### src/rtl/mak8_mode_pkg.sv
// Shared types for the moded program ROM and its sequencer: program
// modes, sequencer states and the raw-switch normalisation helper.
package mak8_mode_pkg;

  typedef enum logic [2:0] {
    MODE_FREE    = 3'b000,
    MODE_COUNTER = 3'b001,
    MODE_TEMP    = 3'b010
  } mode_t;

  typedef enum logic [2:0] {
    SEQ_RUN      = 3'd0,
    SEQ_FILTER   = 3'd1,
    SEQ_HOLD_REQ = 3'd2,
    SEQ_DRAIN    = 3'd3,
    SEQ_SWITCH   = 3'd4,
    SEQ_RESTART  = 3'd5,
    SEQ_RELEASE  = 3'd6
  } seq_state_t;

  // Map a raw switch code onto a legal program; unknown codes fall back to FREE.
  function automatic mode_t norm_mode(input logic [2:0] raw);
    mode_t m;
    case (raw)
      3'b001:  m = MODE_COUNTER;
      3'b010:  m = MODE_TEMP;
      default: m = MODE_FREE;
    endcase
    return m;
  endfunction

  // Largest of three counter limits, used to size the shared counters.
  function automatic int max3(input int a, input int b, input int c);
    int m;
    m = a;
    if (b > m) m = b;
    if (c > m) m = c;
    return m;
  endfunction

endpackage

### src/rtl/program_mode_sequencer_if.sv
// Signal bundle between the mode sequencer and its neighbours (switch block,
// CPU fetch stage, program ROM). The sequencer uses the master view.
interface program_mode_sequencer_if #(
  parameter int MODE_W = 3
);
  logic [MODE_W-1:0] mode_req;
  logic              hold_ack;
  logic              cpu_halted;
  logic [MODE_W-1:0] rom_mode;
  logic              cpu_hold;
  logic              cpu_pc_reset;
  logic              busy;
  logic              mode_changed;
  logic              ack_timeout;

  modport master (
    input  mode_req, hold_ack, cpu_halted,
    output rom_mode, cpu_hold, cpu_pc_reset, busy, mode_changed, ack_timeout
  );

  modport slave (
    output mode_req, hold_ack, cpu_halted,
    input  rom_mode, cpu_hold, cpu_pc_reset, busy, mode_changed, ack_timeout
  );
endinterface

### src/rtl/program_mode_sequencer_filter.sv
// Debounce for the raw mode request: normalises the switch code, remembers
// the candidate mode and reports when it has been stable long enough.
import mak8_mode_pkg::*;

module mode_req_filter #(
  parameter int STABLE_CYCLES = 4,
  parameter int CNT_W         = 5
) (
  input  logic       clk,
  input  logic       rst,
  input  logic [2:0] mode_req,
  input  mode_t      rom_mode,
  input  logic       arm,      // sequencer idle: start a new candidate
  input  logic       active,   // sequencer filtering: keep counting
  output mode_t      pend,
  output logic       differs,
  output logic       hit
);

  localparam logic [CNT_W-1:0] STABLE_LAST = CNT_W'(STABLE_CYCLES - 1);
  localparam logic [CNT_W-1:0] CNT_MAX     = {CNT_W{1'b1}};

  mode_t            req_norm_s;
  mode_t            pend_r;
  logic [CNT_W-1:0] cnt_r;
  logic             same_s;

  function automatic logic [CNT_W-1:0] sat_inc(input logic [CNT_W-1:0] v);
    logic [CNT_W-1:0] r;
    if (v == CNT_MAX) r = v;
    else              r = v + CNT_W'(1);
    return r;
  endfunction

  // Compare the normalised request against the live mode and the candidate.
  always_comb begin
    req_norm_s = norm_mode(mode_req);
    differs    = (req_norm_s != rom_mode);
    same_s     = (req_norm_s == pend_r);
    hit        = active && differs && same_s && (cnt_r >= STABLE_LAST);
  end

  // Track the candidate mode and how many consecutive samples agreed with it.
  always_ff @(posedge clk) begin
    if (rst) begin
      pend_r <= MODE_FREE;
      cnt_r  <= {CNT_W{1'b0}};
    end else if (arm || active) begin
      if (!differs) begin
        cnt_r <= {CNT_W{1'b0}};
      end else if (arm || !same_s) begin
        pend_r <= req_norm_s;
        cnt_r  <= CNT_W'(1);
      end else begin
        cnt_r <= sat_inc(cnt_r);
      end
    end else begin
      pend_r <= pend_r;   // frozen while a switch is in progress
      cnt_r  <= cnt_r;
    end
  end

  assign pend = pend_r;

endmodule

### src/rtl/program_mode_sequencer.sv
// Program-select sequencer: stalls the CPU, drains the ROM's registered
// read, commits the new program mode, pulses a PC reset and releases the CPU.
import mak8_mode_pkg::*;

module program_mode_sequencer #(
  parameter int MODE_W        = 3,
  parameter int STABLE_CYCLES = 4,
  parameter int DRAIN_CYCLES  = 2,
  parameter int ACK_TIMEOUT   = 16
) (
  input  logic                      clk,
  input  logic                      rst,
  program_mode_sequencer_if.master  bus
);

  localparam int CNT_W = $clog2(max3(STABLE_CYCLES, DRAIN_CYCLES, ACK_TIMEOUT) + 1);

  localparam logic [2:0] ST_RUN      = SEQ_RUN;
  localparam logic [2:0] ST_FILTER   = SEQ_FILTER;
  localparam logic [2:0] ST_HOLD_REQ = SEQ_HOLD_REQ;
  localparam logic [2:0] ST_DRAIN    = SEQ_DRAIN;
  localparam logic [2:0] ST_SWITCH   = SEQ_SWITCH;
  localparam logic [2:0] ST_RESTART  = SEQ_RESTART;
  localparam logic [2:0] ST_RELEASE  = SEQ_RELEASE;

  localparam logic [CNT_W-1:0] TO_LAST    = CNT_W'(ACK_TIMEOUT - 1);
  localparam logic [CNT_W-1:0] DRAIN_LAST = CNT_W'(DRAIN_CYCLES - 1);
  localparam logic [CNT_W-1:0] CNT_MAX    = {CNT_W{1'b1}};

  logic [2:0]       state_r, state_nxt_s;
  logic [CNT_W-1:0] tcnt_r, tcnt_nxt_s;
  logic             timeout_set_s;
  logic             ack_s;
  logic             hold_nxt_s;

  mode_t            pend_s;
  logic             differs_s;
  logic             hit_s;

  mode_t            rom_mode_r;
  logic             cpu_hold_r;
  logic             cpu_pc_reset_r;
  logic             busy_r;
  logic             mode_changed_r;
  logic             ack_timeout_r;

  function automatic logic [CNT_W-1:0] sat_inc(input logic [CNT_W-1:0] v);
    logic [CNT_W-1:0] r;
    if (v == CNT_MAX) r = v;
    else              r = v + CNT_W'(1);
    return r;
  endfunction

  mode_req_filter #(
    .STABLE_CYCLES (STABLE_CYCLES),
    .CNT_W         (CNT_W)
  ) u_filter (
    .clk      (clk),
    .rst      (rst),
    .mode_req (bus.mode_req[2:0]),
    .rom_mode (rom_mode_r),
    .arm      (state_r == ST_RUN),
    .active   (state_r == ST_FILTER),
    .pend     (pend_s),
    .differs  (differs_s),
    .hit      (hit_s)
  );

  // A halted CPU cannot fetch, so HLT is as good as an explicit ack.
  assign ack_s = bus.hold_ack | bus.cpu_halted;

  // Next-state and in-state counter for the switch sequence.
  always_comb begin
    state_nxt_s   = state_r;
    tcnt_nxt_s    = tcnt_r;
    timeout_set_s = 1'b0;
    case (state_r)
      ST_RUN: begin
        if (differs_s) state_nxt_s = ST_FILTER;
        else           state_nxt_s = ST_RUN;
      end
      ST_FILTER: begin
        if (!differs_s) begin
          state_nxt_s = ST_RUN;
        end else if (hit_s) begin
          state_nxt_s = ST_HOLD_REQ;
          tcnt_nxt_s  = {CNT_W{1'b0}};
        end else begin
          state_nxt_s = ST_FILTER;
        end
      end
      ST_HOLD_REQ: begin
        // an ack on the timeout edge still wins, so no timeout is flagged
        if (ack_s) begin
          state_nxt_s = ST_DRAIN;
          tcnt_nxt_s  = {CNT_W{1'b0}};
        end else if (tcnt_r >= TO_LAST) begin
          state_nxt_s   = ST_DRAIN;
          tcnt_nxt_s    = {CNT_W{1'b0}};
          timeout_set_s = 1'b1;
        end else begin
          tcnt_nxt_s = sat_inc(tcnt_r);
        end
      end
      ST_DRAIN: begin
        if (tcnt_r >= DRAIN_LAST) begin
          state_nxt_s = ST_SWITCH;
          tcnt_nxt_s  = {CNT_W{1'b0}};
        end else begin
          tcnt_nxt_s = sat_inc(tcnt_r);
        end
      end
      ST_SWITCH:  state_nxt_s = ST_RESTART;
      ST_RESTART: state_nxt_s = ST_RELEASE;
      ST_RELEASE: state_nxt_s = ST_RUN;
      default: begin
        state_nxt_s = ST_RUN;
        tcnt_nxt_s  = {CNT_W{1'b0}};
      end
    endcase
  end

  // cpu_hold covers HOLD_REQ through RELEASE of the upcoming cycle.
  always_comb begin
    case (state_nxt_s)
      ST_HOLD_REQ, ST_DRAIN, ST_SWITCH, ST_RESTART, ST_RELEASE: hold_nxt_s = 1'b1;
      default:                                                  hold_nxt_s = 1'b0;
    endcase
  end

  // State, counter and registered outputs; reset abandons any switch in flight.
  always_ff @(posedge clk) begin
    if (rst) begin
      state_r        <= ST_RUN;
      tcnt_r         <= {CNT_W{1'b0}};
      rom_mode_r     <= MODE_FREE;
      cpu_hold_r     <= 1'b0;
      cpu_pc_reset_r <= 1'b0;
      busy_r         <= 1'b0;
      mode_changed_r <= 1'b0;
      ack_timeout_r  <= 1'b0;
    end else begin
      state_r        <= state_nxt_s;
      tcnt_r         <= tcnt_nxt_s;
      if (state_r == ST_SWITCH) rom_mode_r <= pend_s;
      else                      rom_mode_r <= rom_mode_r;
      cpu_hold_r     <= hold_nxt_s;
      cpu_pc_reset_r <= (state_nxt_s == ST_RESTART);
      busy_r         <= (state_nxt_s != ST_RUN);
      mode_changed_r <= (state_r == ST_RELEASE);
      ack_timeout_r  <= ack_timeout_r | timeout_set_s;
    end
  end

  assign bus.rom_mode     = MODE_W'(rom_mode_r);
  assign bus.cpu_hold     = cpu_hold_r;
  assign bus.cpu_pc_reset = cpu_pc_reset_r;
  assign bus.busy         = busy_r;
  assign bus.mode_changed = mode_changed_r;
  assign bus.ack_timeout  = ack_timeout_r;

endmodule

### src/flat_wrapper.sv
// flat-port wrapper written by rule: the top's interface ports become plain ports
module program_mode_sequencer_flat 
#(
  parameter int MODE_W        = 3,
  parameter int STABLE_CYCLES = 4,
  parameter int DRAIN_CYCLES  = 2,
  parameter int ACK_TIMEOUT   = 16
)
  (clk, rst, bus_mode_req, bus_hold_ack, bus_cpu_halted, bus_rom_mode, bus_cpu_hold, bus_cpu_pc_reset, bus_busy, bus_mode_changed, bus_ack_timeout);
  program_mode_sequencer_if #(.MODE_W(MODE_W)) bus_i ();
  input  logic clk;
  input  logic rst;
  input wire logic [$bits(bus_i.mode_req)-1:0] bus_mode_req;
  input wire logic [$bits(bus_i.hold_ack)-1:0] bus_hold_ack;
  input wire logic [$bits(bus_i.cpu_halted)-1:0] bus_cpu_halted;
  output wire logic [$bits(bus_i.rom_mode)-1:0] bus_rom_mode;
  output wire logic [$bits(bus_i.cpu_hold)-1:0] bus_cpu_hold;
  output wire logic [$bits(bus_i.cpu_pc_reset)-1:0] bus_cpu_pc_reset;
  output wire logic [$bits(bus_i.busy)-1:0] bus_busy;
  output wire logic [$bits(bus_i.mode_changed)-1:0] bus_mode_changed;
  output wire logic [$bits(bus_i.ack_timeout)-1:0] bus_ack_timeout;
  assign bus_i.mode_req = bus_mode_req;
  assign bus_i.hold_ack = bus_hold_ack;
  assign bus_i.cpu_halted = bus_cpu_halted;
  assign bus_rom_mode = bus_i.rom_mode;
  assign bus_cpu_hold = bus_i.cpu_hold;
  assign bus_cpu_pc_reset = bus_i.cpu_pc_reset;
  assign bus_busy = bus_i.busy;
  assign bus_mode_changed = bus_i.mode_changed;
  assign bus_ack_timeout = bus_i.ack_timeout;
  program_mode_sequencer #(.MODE_W(MODE_W), .STABLE_CYCLES(STABLE_CYCLES), .DRAIN_CYCLES(DRAIN_CYCLES), .ACK_TIMEOUT(ACK_TIMEOUT)) u_core (.clk(clk), .rst(rst), .bus(bus_i));
endmodule
### config.mk
export PLATFORM = sky130hd
export DESIGN_NAME = program_mode_sequencer_flat
export DESIGN_NICKNAME = d
export VERILOG_FILES = /design/src/rtl/mak8_mode_pkg.sv /design/src/rtl/program_mode_sequencer_if.sv /design/src/rtl/program_mode_sequencer_filter.sv /design/src/rtl/program_mode_sequencer.sv /design/src/flat_wrapper.sv
export SDC_FILE = /design/constraint.sdc
export NUM_CORES = 1
export LEC_CHECK = 0
export BUFFER_PORTS_ARGS = -buffer_cell sky130_fd_sc_hd__buf_2
export CAP_MARGIN = 10
export CORE_UTILIZATION = 50
export CTS_CLUSTER_SIZE = 20
export DETAILED_ROUTE_END_ITERATION = 7
export GPL_TIMING_DRIVEN = 0
export PLACE_DENSITY = 0.72
export SYNTH_ARGS = -nofsm -noshare
export SYNTH_HDL_FRONTEND = slang
export SYNTH_SLANG_ARGS = --single-unit
### constraint.sdc
create_clock -name clk -period 1.9 [get_ports clk]
set_input_delay 0.38 -clock clk [delete_from_list [all_inputs] [get_ports clk]]
set_output_delay 0.38 -clock clk [all_outputs]
set_load 0.01 [all_outputs]
Word-level counts from Yosys, hierarchy flattened:

Cells that the tools add are included.

* flip-flop bits (word level): 24
* latch bits: 0
* bits in writable memories: 0
* memory bits (read-only): 0
* input bits: 7
* output and inout bits: 8
* word-level logic and storage cells: 73
* memories: 0

* $add $sub $neg: 2
* multipliers: 0
* div/mod/pow operators: 0
* order comparisons: 3
* equal/unequal tests: 20
* shifts and indexed selects: 0
* mux-type cells: 22
* bitwise gates (word level): 3
* reductions and logical operators: 13

Operators by type and width (count)
* two-way mux 5 bit: 9
* one-hot mux 5 bit (4 select lines): 1
* equality test 3 bit (second input constant): 6
* one-hot mux 3 bit (6 select lines): 1
* equality test 3 x 2 -> 1 bit (second input constant): 5
* two-way mux 3 bit: 4
* adder 5 x 1 -> 5 bit (second input constant): 2
* equality test 5 bit (second input constant): 2
* equality test 3 x 1 -> 1 bit (second input constant): 2
* AND reduction 3 bit: 2
* greater-or-equal comparator 5 x 1 -> 1 bit (second input constant): 1
* greater-or-equal comparator 5 x 2 -> 1 bit (second input constant): 1
* greater-or-equal comparator 5 x 4 -> 1 bit (second input constant): 1
* two-way mux 1 bit: 5
* OR reduction 5 bit: 1
* != test 2 x 1 -> 1 bit (second input constant): 2
* one-hot mux 2 bit (2 select lines): 1
* OR reduction 4 bit: 1
* equality test 3 bit: 1
* logical AND 1 bit: 3
* zero test 3 bit: 1
* != test 2 x 3 -> 1 bit: 1
* != test 3 bit (second input constant): 1
* nonzero test 3 bit: 1
* 6 further kinds: 8

Depth between registers and ports, before layout:

* depth after elaboration: 12
* depth in mapped cells: 7
* depth with buffers taken out: 7

Hierarchy:

A second synthesis with hierarchy kept.

* cell total of the unflattened synthesis: 170
* area total of the unflattened synthesis: 1387.6 µm²

Modules (own cells, without submodules)
* program_mode_sequencer: times used 1, cells an instance 96, area an instance 822.0 µm², seq. area each 320.3 µm²
* mode_req_filter: times used 1, cells an instance 74, area an instance 565.5 µm², seq. area each 140.1 µm²

Worst setup path before layout:

Ideal clock, no wire load.

* path kind: input to register
* from: input bus_mode_req[2]
* to: register u_core.u_filter.pend_r[0], in the netlist u_core.u_filter.pend[0]
* library setup time: 0.070 ns
* arrival: 1.820 ns
* required time: 1.830 ns
* path slack: 0.009 ns
* stages on the path: 6
* path buffers: 0
* cells stage by stage: o21ba_2 -> a211oi_1 -> o21bai_2 -> a211o_1 -> or4b_1 -> a21oi_1

* cells in the longest elaborated chain, start to end: 6
* elaborated cells between the ends (all ways): 8
* classes of those cells: 4 x eq/ne; 1 x mux; 3 x reduce/logical

Ends and longest elaborated chain
* start, declared: RTL line flat_wrapper.sv:13 `input wire logic [$bits(bus_i.mode_req)-1:0] bus_mode_req;`
* equality test 3 x 2 -> 1 bit / equality test 3 x 1 -> 1 bit (equally long branches): RTL line mak8_mode_pkg.sv:24 `case (raw)`
* one-hot mux 2 bit (2 select lines) (*): RTL line mak8_mode_pkg.sv:24
* equality test 3 bit: RTL line program_mode_sequencer_filter.sv:39 `same_s = (req_norm_s == pend_r);`
* zero test 1 bit: RTL line program_mode_sequencer_filter.sv:51 `end else if (arm || !same_s) begin`
* logical OR 1 bit: RTL line program_mode_sequencer_filter.sv:51
* AND reduction 3 bit (no line)
* end signal, assigned: RTL line program_mode_sequencer_filter.sv:52 `pend_r <= req_norm_s;`
* end signal, assigned: RTL line program_mode_sequencer_filter.sv:58 `pend_r <= pend_r;`
* end, declared: RTL line program_mode_sequencer_filter.sv:24 `mode_t pend_r;`

Mark *: on every way between the ends. The rest lies on a longest branch, timed or not.
A chain may end at the register's enable or synchronous reset.

Final worst setup path:

* from: register u_core.rom_mode_r[0], in the netlist u_core.bus.rom_mode[0]
* to: register u_core.u_filter.pend_r[1], in the netlist u_core.u_filter.pend[1]

* cells in the longest elaborated chain, start to end: 2

Ends and longest elaborated chain
* start, declared: RTL line program_mode_sequencer.sv:40 `mode_t rom_mode_r;`
* start signal, assigned: RTL line program_mode_sequencer.sv:145 `if (state_r == ST_SWITCH) rom_mode_r <= pend_s;`
* start signal, assigned: RTL line program_mode_sequencer.sv:146 `else rom_mode_r <= rom_mode_r;`
* != test 2 x 3 -> 1 bit: RTL line program_mode_sequencer_filter.sv:38 `differs = (req_norm_s != rom_mode);`
* AND reduction 3 bit (no line)

No other way between the ends.

==> out/metrics.cfg <==
[route]
drc=0
drt_iter0_markers=38
ant_nets=0
wl_per_cell_um=13.95
routed_via_density=6.056
firstDrtPassIters=4
drt-total-wl_um=2511
vias=1090

[cts]
cts_buffer_depth=2
clk_latency_ps=300
cts_tree=yes
clkTransAtPathRegs_ps=120
cts.sinks=22
htreeDepth=1
cts-root-buf=clkbuf_4
numCtsBuffers=3

[global_routing]
antenna_found_initial=0
grt_pass1_vias=925
grtUsageTotal=0.1978
grt_pass1_wl_um=3836
grt_max_degree=13
grt-ovfl-total=0

[timing]
min_period_over_period=0.9786
post-route-min-period_ps=1859
slew_viol_final=0
rsz0062_at_grt=yes
skew_ps=5.818
setup_tns_ps=0
setup_viol=0
fmax_mhz=537.8
tightestPinTransition_ps=483.3
hold_viol_final=0
timing.slew.headroom=0.6727
setup_ws_ps=40.65

[synthesis]
yosys-top-cells-area=dfxtp_1 38%, a21oi_1 5.6%, nor2_1 4.6%
synth-edff-count=0
syn_area_mm2=0.001155
synth_area_per_cell_um2=8.683
syn_inst=133
synth_cell_types=43
synth_top_area_share=0.3814
post-synth-top-count-cell=dfxtp_1
syn_nets=144
ys_seq_area_frac=0.3814
synth_common_cells=22 x dfxtp_1, 14 x nor2_1, 13 x a21oi_1, 13 x nand2_1
synth_async_sr_flop_share=0
ys.flop_type=dfxtp_1
yosysWarnings=0
synth_area_leader_cell=dfxtp_1
ys_seq_elements=22

[pwr]
power.leakage_uw=0.0005400
p_per_area_mw_per_mm2=589.7
max-vdd-ir-drop_v=0.0004191

[final_layout]
nFillCells=183
antenna_cells=0
multi_input_comb_area_um2=719.4
final_nets=164
seq_area_um2=447.9
syn2layout_area_growth_pct=17.77
drive_above_1_share=0.2566
final_cells=180

[run]
drv_cap=0

[critical_path]
critPathMaxStageDelay_ps=500
worstPathCellList=nand4bb_1 > a21oi_2 > or2_4 > a211o_1 > or4b_1 > a21oi_1
crit_family=simple AND/OR/NAND/NOR gates
ff2ff_setup_slack_ps=40
path_buf_inv=0
crit_path_top_delay_cell=or4b_1
arrival_ps=2100
end_kind=register
crit_fanout=5
cp.required_ps=2140
crit_type=register to register
startpoint_type=register

[status]
status=finished clean

[placed_design]
dpl.cell_count=173
gp_congestion=0.8495
portBuffers=12
dp_hpwl_um=1823
dpl_worst_slack_ps=-234.7

[die]
die_h_um=50.06
rows=17
io_pins=15
dieArea_mm2=0.002506
initial_core_util=0.5271
core_mm2=0.002191
die_w_um=50.06

[hold_path]
hp-class=primary input to register

cell families (layout without fill, tap and decap cells):
family,Yosys count,count (layout),synth area share
mux,3,3,0.02600
flops,22,22,0.3814
fa+ha+maj,4,4,0.04334
other cells,1,1,0.003247
simple gates,52,52,0.2514
buf+inv,9,28,0.03251
compound gates,42,42,0.2622
registers in the layout, summed over array words and instances, names as in the netlist:
| name | flops |
|---|---|
| u_core.bus.busy | 1 |
| u_core.state_r | 3 |
| u_core.u_filter.pend | 2 |
| u_core.bus.cpu_hold | 1 |
| u_core.bus.mode_changed | 1 |
| u_core.tcnt_r | 5 |
| u_core.bus.rom_mode | 2 |
| u_core.u_filter.cnt_r | 5 |
| u_core.bus.cpu_pc_reset | 1 |
| u_core.bus.ack_timeout | 1 |
layout by cell type (no fill, tap or decap), types with 3 or more instances in the layout:
cell type  count
nand2b_1       5
a21oi_1       11
nand2_1       13
mux2i_1        3
a31oi_1        5
nor2_1        14
inv_1          5
a211o_1        3
buf_4          4
clkbuf_4       3
dfxtp_2        3
nor3_1         3
ha_1           4
buf_2         12
dfxtp_1       18
where the power goes:
part	internal (uW)	total [uW]	switching, uW
clock	117	256	139
sequential	464	468	3.54
combinational	32.2	78.5	46.3
per-stage QoR:
step	utilization	hold slack (ps)	total power, uW	area, um^2
2_1_floorplan	-	443.7	523.4	1155
3_3_place_gp	0.5705	458.2	542.1	1250
3_5_place_dp	0.5705	472.2	544.0	1250
4_1_cts	0.5939	399.7	797.0	1301
5_1_grt	0.6208	430.4	824.4	1360
6_report	0.6208	418.0	802.0	1360
layout make-up:
cell class,count,share of cell area
Multi-Input combinational cell,102,0.5290
Sequential cell,22,0.3293
Tap cell,28,0.02576
Buffer,4,0.01472
Timing Repair Buffer,15,0.06072
Inverter,5,0.01380
Clock buffer,4,0.02668
routing by layer:
metal | track usage | vias up | part of all wire
li1 | - | 533 | -
met3 | 0.03395 | 8 | 0.045
met1 | 0.2561 | 516 | 0.47
met2 | 0.3089 | 33 | 0.47
met5 | 0 | - | 0
met4 | 0.1048 | 0 | 0.018
worst min-delay path, cell delays in order:
cell and delay, ps:
buf_2 140, or4b_4 140, a21oi_2 40
repair_timing:
item,in CTS,in global routing
pin swaps,0,9
hold buffers,0,0
endpoints found under the setup margin,6,11
resized for setup,6,10
setup buffers,1,2
final timing paths:
check        depth (start not counted)                      end              startpoint
max                                  6  u_core.u_filter.pend[1]  u_core.bus.rom_mode[0]
min                                  3  u_core.u_filter.pend[0]         bus_mode_req[1]
min reg2reg                          1   u_core.bus.ack_timeout  u_core.bus.ack_timeout
max reg2reg                          6  u_core.u_filter.pend[1]  u_core.bus.rom_mode[0]
(Power assumes the default switching activity.)
